--- config.mk ---
export PLATFORM = sky130hd
export DESIGN_NAME = hazard_unit_v2
export DESIGN_NICKNAME = d
export VERILOG_FILES = /design/src/rtl/hazard_pkg.sv /design/src/rtl/sat_counter.sv /design/src/rtl/hazard_unit_v2.sv
export SDC_FILE = /design/constraint.sdc
export NUM_CORES = 1
export LEC_CHECK = 0
export ABC_AREA = 1
export CAP_MARGIN = 20
export CORE_AREA = 5 5 72 74
export DETAILED_ROUTE_END_ITERATION = 10
export DIE_AREA = 0 0 77 79
export GPL_ROUTABILITY_DRIVEN = 0
export GPL_TIMING_DRIVEN = 1
export HOLD_SLACK_MARGIN = 0.12
export PLACE_DENSITY = 0.78
export SYNTH_ARGS = -nofsm -noshare
export SYNTH_HDL_FRONTEND = slang
export SYNTH_SLANG_ARGS = --single-unit
--- constraint.sdc ---
create_clock -name i_clk -period 1.8 [get_ports i_clk]
set_input_delay 0.18 -clock i_clk [delete_from_list [all_inputs] [get_ports i_clk]]
set_output_delay 0.18 -clock i_clk [all_outputs]
set_load 0.02 [all_outputs]
--- src/rtl/hazard_pkg.sv ---
// Shared types and constants for the pipeline hazard controller.
package hazard_pkg;

    localparam int REG_ADDR_W_DEF     = 5;
    // Branch flush depth selectors: squash IF/ID only, or IF/ID and ID/EX
    localparam int BR_FLUSH_IFID      = 1;
    localparam int BR_FLUSH_IFID_IDEX = 2;

    typedef enum logic [1:0] {
        IDLE     = 2'd0,
        LU_STALL = 2'd1,
        MD_WAIT  = 2'd2
    } state_e;

endpackage

--- src/rtl/sat_counter.sv ---
// Saturating up-counter used for hazard performance statistics.
module sat_counter #(
    parameter int WIDTH = 16
) (
    input  logic             i_clk,
    input  logic             i_rst,
    input  logic             i_inc,
    output logic [WIDTH-1:0] o_count
);

    logic [WIDTH-1:0] r_count;

    // Count events, holding at all-ones instead of wrapping
    always_ff @(posedge i_clk) begin
        if (i_rst)
            r_count <= '0;
        else if (i_inc && (r_count != '1))
            r_count <= r_count + 1'b1;
    end

    assign o_count = r_count;

endmodule

--- src/rtl/hazard_unit_v2.sv ---
// Hazard controller for the 5-stage core: load-use bubbles, branch squash,
// MUL/DIV occupancy stalls, plus stall/flush statistics.
module hazard_unit_v2
    import hazard_pkg::*;
#(
    parameter int REG_ADDR_W     = REG_ADDR_W_DEF,
    parameter int LOAD_BUBBLES   = 1,
    parameter int BR_FLUSH_DEPTH = BR_FLUSH_IFID_IDEX,
    parameter int CNT_W          = 16
) (
    input  logic                  i_clk,
    input  logic                  i_rst,
    input  logic [REG_ADDR_W-1:0] i_id_rs1_addr,
    input  logic [REG_ADDR_W-1:0] i_id_rs2_addr,
    input  logic                  i_id_rs1_used,
    input  logic                  i_id_rs2_used,
    input  logic                  i_ex_mem_read,
    input  logic [REG_ADDR_W-1:0] i_ex_rd_addr,
    input  logic                  i_ex_br_taken,
    input  logic                  i_ex_md_start,
    input  logic                  i_ex_md_done,
    output logic                  o_pc_write,
    output logic                  o_if_id_write,
    output logic                  o_id_ex_write,
    output logic                  o_if_id_flush,
    output logic                  o_id_ex_flush,
    output logic [CNT_W-1:0]      o_stall_cycles,
    output logic [CNT_W-1:0]      o_flush_events
);

    localparam int BUB_W = 2;

    state_e           r_state;
    state_e           w_state_nxt;
    logic [BUB_W-1:0] r_bub;
    logic [BUB_W-1:0] w_bub_nxt;
    logic             w_lu_hit;
    logic             w_br_acc;
    logic             w_pc_write;
    logic             w_if_id_write;
    logic             w_id_ex_write;
    logic             w_if_id_flush;
    logic             w_id_ex_flush;

    // x0 never carries a real dependency, and unused source fields are ignored
    assign w_lu_hit = i_ex_mem_read && (i_ex_rd_addr != '0) &&
                      ((i_id_rs1_used && (i_id_rs1_addr == i_ex_rd_addr)) ||
                       (i_id_rs2_used && (i_id_rs2_addr == i_ex_rd_addr)));

    // Next-state, bubble count and pipeline-control outputs
    always_comb begin
        w_pc_write    = 1'b1;
        w_if_id_write = 1'b1;
        w_id_ex_write = 1'b1;
        w_if_id_flush = 1'b0;
        w_id_ex_flush = 1'b0;
        w_br_acc      = 1'b0;
        w_state_nxt   = r_state;
        w_bub_nxt     = r_bub;
        case (r_state)
            IDLE: begin
                if (i_ex_br_taken) begin
                    w_if_id_flush = 1'b1;
                    w_id_ex_flush = (BR_FLUSH_DEPTH == BR_FLUSH_IFID_IDEX);
                    w_br_acc      = 1'b1;
                end else if (i_ex_md_start) begin
                    w_pc_write    = 1'b0;
                    w_if_id_write = 1'b0;
                    w_id_ex_write = 1'b0;
                    w_state_nxt   = i_ex_md_done ? IDLE : MD_WAIT;
                end else if (w_lu_hit) begin
                    // First bubble is issued from IDLE; the rest from LU_STALL
                    w_pc_write    = 1'b0;
                    w_if_id_write = 1'b0;
                    w_id_ex_flush = 1'b1;
                    if (LOAD_BUBBLES > 1) begin
                        w_state_nxt = LU_STALL;
                        w_bub_nxt   = BUB_W'(LOAD_BUBBLES - 1);
                    end
                end
            end
            LU_STALL: begin
                if (i_ex_br_taken) begin
                    // The stalled instruction is on the wrong path; drop it
                    w_if_id_flush = 1'b1;
                    w_id_ex_flush = (BR_FLUSH_DEPTH == BR_FLUSH_IFID_IDEX);
                    w_br_acc      = 1'b1;
                    w_state_nxt   = IDLE;
                    w_bub_nxt     = '0;
                end else begin
                    w_pc_write    = 1'b0;
                    w_if_id_write = 1'b0;
                    w_id_ex_flush = 1'b1;
                    w_bub_nxt     = r_bub - 1'b1;
                    if (r_bub == BUB_W'(1))
                        w_state_nxt = IDLE;
                end
            end
            MD_WAIT: begin
                w_pc_write    = 1'b0;
                w_if_id_write = 1'b0;
                w_id_ex_write = 1'b0;
                if (i_ex_md_done)
                    w_state_nxt = IDLE;
            end
            default: begin
                w_state_nxt = IDLE;
                w_bub_nxt   = '0;
            end
        endcase
        if (i_rst) begin
            w_pc_write    = 1'b1;
            w_if_id_write = 1'b1;
            w_id_ex_write = 1'b1;
            w_if_id_flush = 1'b0;
            w_id_ex_flush = 1'b0;
            w_br_acc      = 1'b0;
        end
    end

    // Registered FSM state and remaining-bubble count
    always_ff @(posedge i_clk) begin
        if (i_rst) begin
            r_state <= IDLE;
            r_bub   <= '0;
        end else begin
            r_state <= w_state_nxt;
            r_bub   <= w_bub_nxt;
        end
    end

    // MUL/DIV owns EX while waiting, so no branch can resolve there
    a_no_br_in_md: assert property (@(posedge i_clk) disable iff (i_rst)
        !((r_state == MD_WAIT) && i_ex_br_taken));

    assign o_pc_write    = w_pc_write;
    assign o_if_id_write = w_if_id_write;
    assign o_id_ex_write = w_id_ex_write;
    assign o_if_id_flush = w_if_id_flush;
    assign o_id_ex_flush = w_id_ex_flush;

    sat_counter #(.WIDTH(CNT_W)) u_stall_cnt (
        .i_clk   (i_clk),
        .i_rst   (i_rst),
        .i_inc   (~w_pc_write),
        .o_count (o_stall_cycles)
    );

    sat_counter #(.WIDTH(CNT_W)) u_flush_cnt (
        .i_clk   (i_clk),
        .i_rst   (i_rst),
        .i_inc   (w_br_acc),
        .o_count (o_flush_events)
    );

endmodule

==> impl_metrics.csv <==
group,metric,value,unit
synthesis,synth.distinct_cells,28,
clocking,cts-htree-levels,2,
timing,hold_violations,0,
clocking,clk_transition_reported_paths,70,ps
global_route,grt_util_all_layers,19.90,%
cells_and_area,layout.core_utilization,66.48,%
routing,post_drt_wl_per_cell,12.58,um
synthesis,postSynth.asyncResetShare,0,%
routing,count_of_routing_violations_after_the_opening_detailed_route_iteration,121,
cells_and_area,area.growth.synth_to_final,44.40,%
routing,dr_total_vias,2308,
clocking,number_of_clock_buffers_inserted_by_tritoncts,5,
synthesis,synthesis.yosys.warnings,0,
timing,final.setup_skew,7.455,ps
hold_path,worstHoldPathType,"in2reg",
clocking,cts_tree,"yes",
floorplan,die_x,77,um
worst_setup_path,critPathMaxFanout,5,
synthesis,mappedNetlistNets,355,
routing,post_drt_via_cell_ratio,4.974,
worst_setup_path,reg2reg_setup_slack,170,ps
synthesis,synth_top_cell_by_area,"sky130_fd_sc_hd__dfxtp_1",
cells_and_area,mostFrequentLayoutCell,"sky130_fd_sc_hd__nand2_1",
global_route,grt-ovfl-total,0,
pwr,p_per_area,602.0,nW/um2
global_route,grt_antenna_before_repair,0,
run,max_cap_viol_count,0,
worst_setup_path,cp.required,1620,ps
cells_and_area,layout.filler_cells,397,
routing,routed_wirelength,5839,um
synthesis,synth_enable_flop_cells,0,
timing,worst_pin_slew,453.4,ps
hold_path,hold_path_depth,2,
timing,setup_repair_after_global_routing_missed_its_margin,"false",
clocking,clock_tree.buffer_depth,2,
pwr,cellLeakagePower,1.292,nW
pwr,post-layout-total-power,0.001815,W
synthesis,post_synthesis_cell_area,2088,um2
global_route,largest_net_degree_at_the_start_of_global_routing,16,
floorplan,chipHeight,79,um
cells_and_area,most-common-layout-cells,"sky130_fd_sc_hd__nand2_1, sky130_fd_sc_hd__clkdlybuf4s50_1, sky130_fd_sc_hd__nor2_1",
synthesis,ys_dominant_reg_cell,"sky130_fd_sc_hd__dfxtp_1",
floorplan,floorplan.initialDensity,46.04,%
worst_setup_path,cp-startpoint,"i_ex_rd_addr[3]",
synthesis,synth_top_area_share,31.64,%
synthesis,synthesis.instances,330,
timing,worst_slew_margin_rel,69.54,%
timing,setup_viol,0,
worst_setup_path,worstReg2RegStart,"u_stall_cnt.o_count[1]",
timing,final_max_slew_violation_count,0,
clocking,cts-hold-fix-buffers,0,
worst_setup_path,worst_setup_path_endpoint,"o_if_id_write",
synthesis,synth_area_leaders,"sky130_fd_sc_hd__dfxtp_1, sky130_fd_sc_hd__nand2_1, sky130_fd_sc_hd__nand3_1",
clocking,cts-root-buf,"sky130_fd_sc_hd__clkbuf_8",
timing,min_period_over_period,92.46,%
clocking,clock_insertion_delay_worst_skew,290,ps
placement,buffer_ports.inserted,59,
clocking,cts.sink_count,33,
synthesis,ys_ff_latch,33,
clocking,cts_setup_buffers,0,
worst_setup_path,timing_worst_setup_path_type,"in2out",
global_route,first_global_vias,2263,
cells_and_area,post_route_cells_drive_above_1_share,14.88,%
timing,period_minus_slack,1664,ps
worst_setup_path,r2r_end,"u_stall_cnt.o_count[0]",
routing,drc,0,
global_route,grt_pass1_wl,10030,um
worst_setup_path,worstSetupEndpointType,"output pin",
pwr,ir_drop,366.4,uV
worst_setup_path,r2r_cells,9,
floorplan,std_cell_core_area,4536,um2
synthesis,portion_of_the_post_synthesis_area_used_by_sequential_elements,31.64,%
floorplan,io_pins,60,
routing,first_pass_iters,5,
cells_and_area,final_net_count,434,
routing,antenna_violating_nets_left,0,
placement,dp.final_hpwl,4372,um
floorplan,std_cell_rows,25,
timing,clock.fmax,600.9,MHz
cells_and_area,antenna_cells_inserted,0,
worst_setup_path,worstSetupStartpointType,"input port",
worst_setup_path,timing.critical_path.arrival,1480,ps
synthesis,syn_avg_cell_area,6.328,um2
status,status,"finished, final reports clean",
floorplan,die_footprint,6083,um2
[cells in the mapped netlist (all sizes together), types with 5 or more instances]
| master | count |
|---|---|
| a21oi | 25 |
| buf | 7 |
| dfxtp | 33 |
| inv | 40 |
| nand2 | 103 |
| nand3 | 34 |
| nand4 | 5 |
| nor2 | 44 |
| nor3 | 6 |
| o21ai | 6 |
| xnor2 | 5 |
| xor2 | 13 |
[worst max-delay path, stage by stage]
cell                              delay (ps)
sky130_fd_sc_hd__clkdlybuf4s50_1         450
sky130_fd_sc_hd__inv_1                    70
sky130_fd_sc_hd__nand2_1                  60
sky130_fd_sc_hd__nand2_1                  50
sky130_fd_sc_hd__nor2_1                  110
sky130_fd_sc_hd__nand3_1                 100
sky130_fd_sc_hd__nand2_2                  80
sky130_fd_sc_hd__nand3_1                  70
sky130_fd_sc_hd__nand2_2                  80
sky130_fd_sc_hd__inv_1                    60
sky130_fd_sc_hd__buf_4                   150
[layout make-up]
cell class              instances  area, um2  share of cell area (%)
multi-input cells             248       1242                   41.20
repair buffers                 81      755.7                   25.06
flip-flops and latches         33      661.9                   21.95
inverters                      40      150.1                   4.979
clock buffers                   5      68.82                   2.282
clock inverters                 3      68.82                   2.282
well taps                      54      67.56                   2.241
[where the power goes]
group	internal, W	switching [W]	total (W)
registers	0.000736	0.00000489	0.000740
clock network	0.000558	0.000305	0.000863
logic	0.000101	0.000111	0.000212
total	0.00139	0.000421	0.00182
[metrics by stage]
stage          std cells  cell area (um2)  hold WS, ps  TNS (ps)  setup slack, ps
4_1_cts              464             2994        429.3         0            1.793
2_1_floorplan        330             2088        252.4         0            164.8
5_1_grt              464             3015        424.6         0            2.917
3_3_place_gp         456             2855        472.7     -2903           -257.0
6_report             464             3015        432.9         0            135.7
3_5_place_dp         456             2855        479.8     -3729           -306.2
[state kept, by name (all words and copies together) (netlist names)]
signal	count
r_state	1
u_stall_cnt.o_count	16
u_flush_cnt.o_count	16
[worst min-delay path by stage]
stage,start,endpoint
floorplan,i_ex_md_done,r_state[1]
global placement,u_flush_cnt.o_count[4],u_flush_cnt.o_count[4]
detailed placement,u_flush_cnt.o_count[4],u_flush_cnt.o_count[4]
CTS,i_ex_md_done,r_state[1]
global route,i_ex_md_done,r_state[1]
finish,i_ex_md_done,r_state[1]
[logic make-up after synthesis]
logic type | after synthesis | synth area share (%)
AOI/OAI and AO/OA | 31 | 7.429
xor gates and xnor gates | 18 | 7.549
adders and majority gates | 2 | 1.198
buffers and inverters | 49 | 9.886
DFF | 33 | 31.64
and+or+nand+nor | 197 | 42.30
[layer usage]
| layer | vias to the layer above | global-route usage, % | wire length [um] |
|---|---|---|---|
| li1 | 1194 | - | - |
| met1 | 1026 | 22.46 | 2437 |
| met2 | 78 | 35.23 | 2923 |
| met3 | 10 | 6.463 | 397 |
| met4 | 0 | 6.701 | 80 |
| met5 | - | 0 | 0 |
[repair_timing]
item                                   CTS  global route
pin swaps                                0             0
setup endpoints to repair                5            30
endpoints found under the hold margin    0             0
gates resized for setup                 11            17
(Power assumes the default switching activity.)
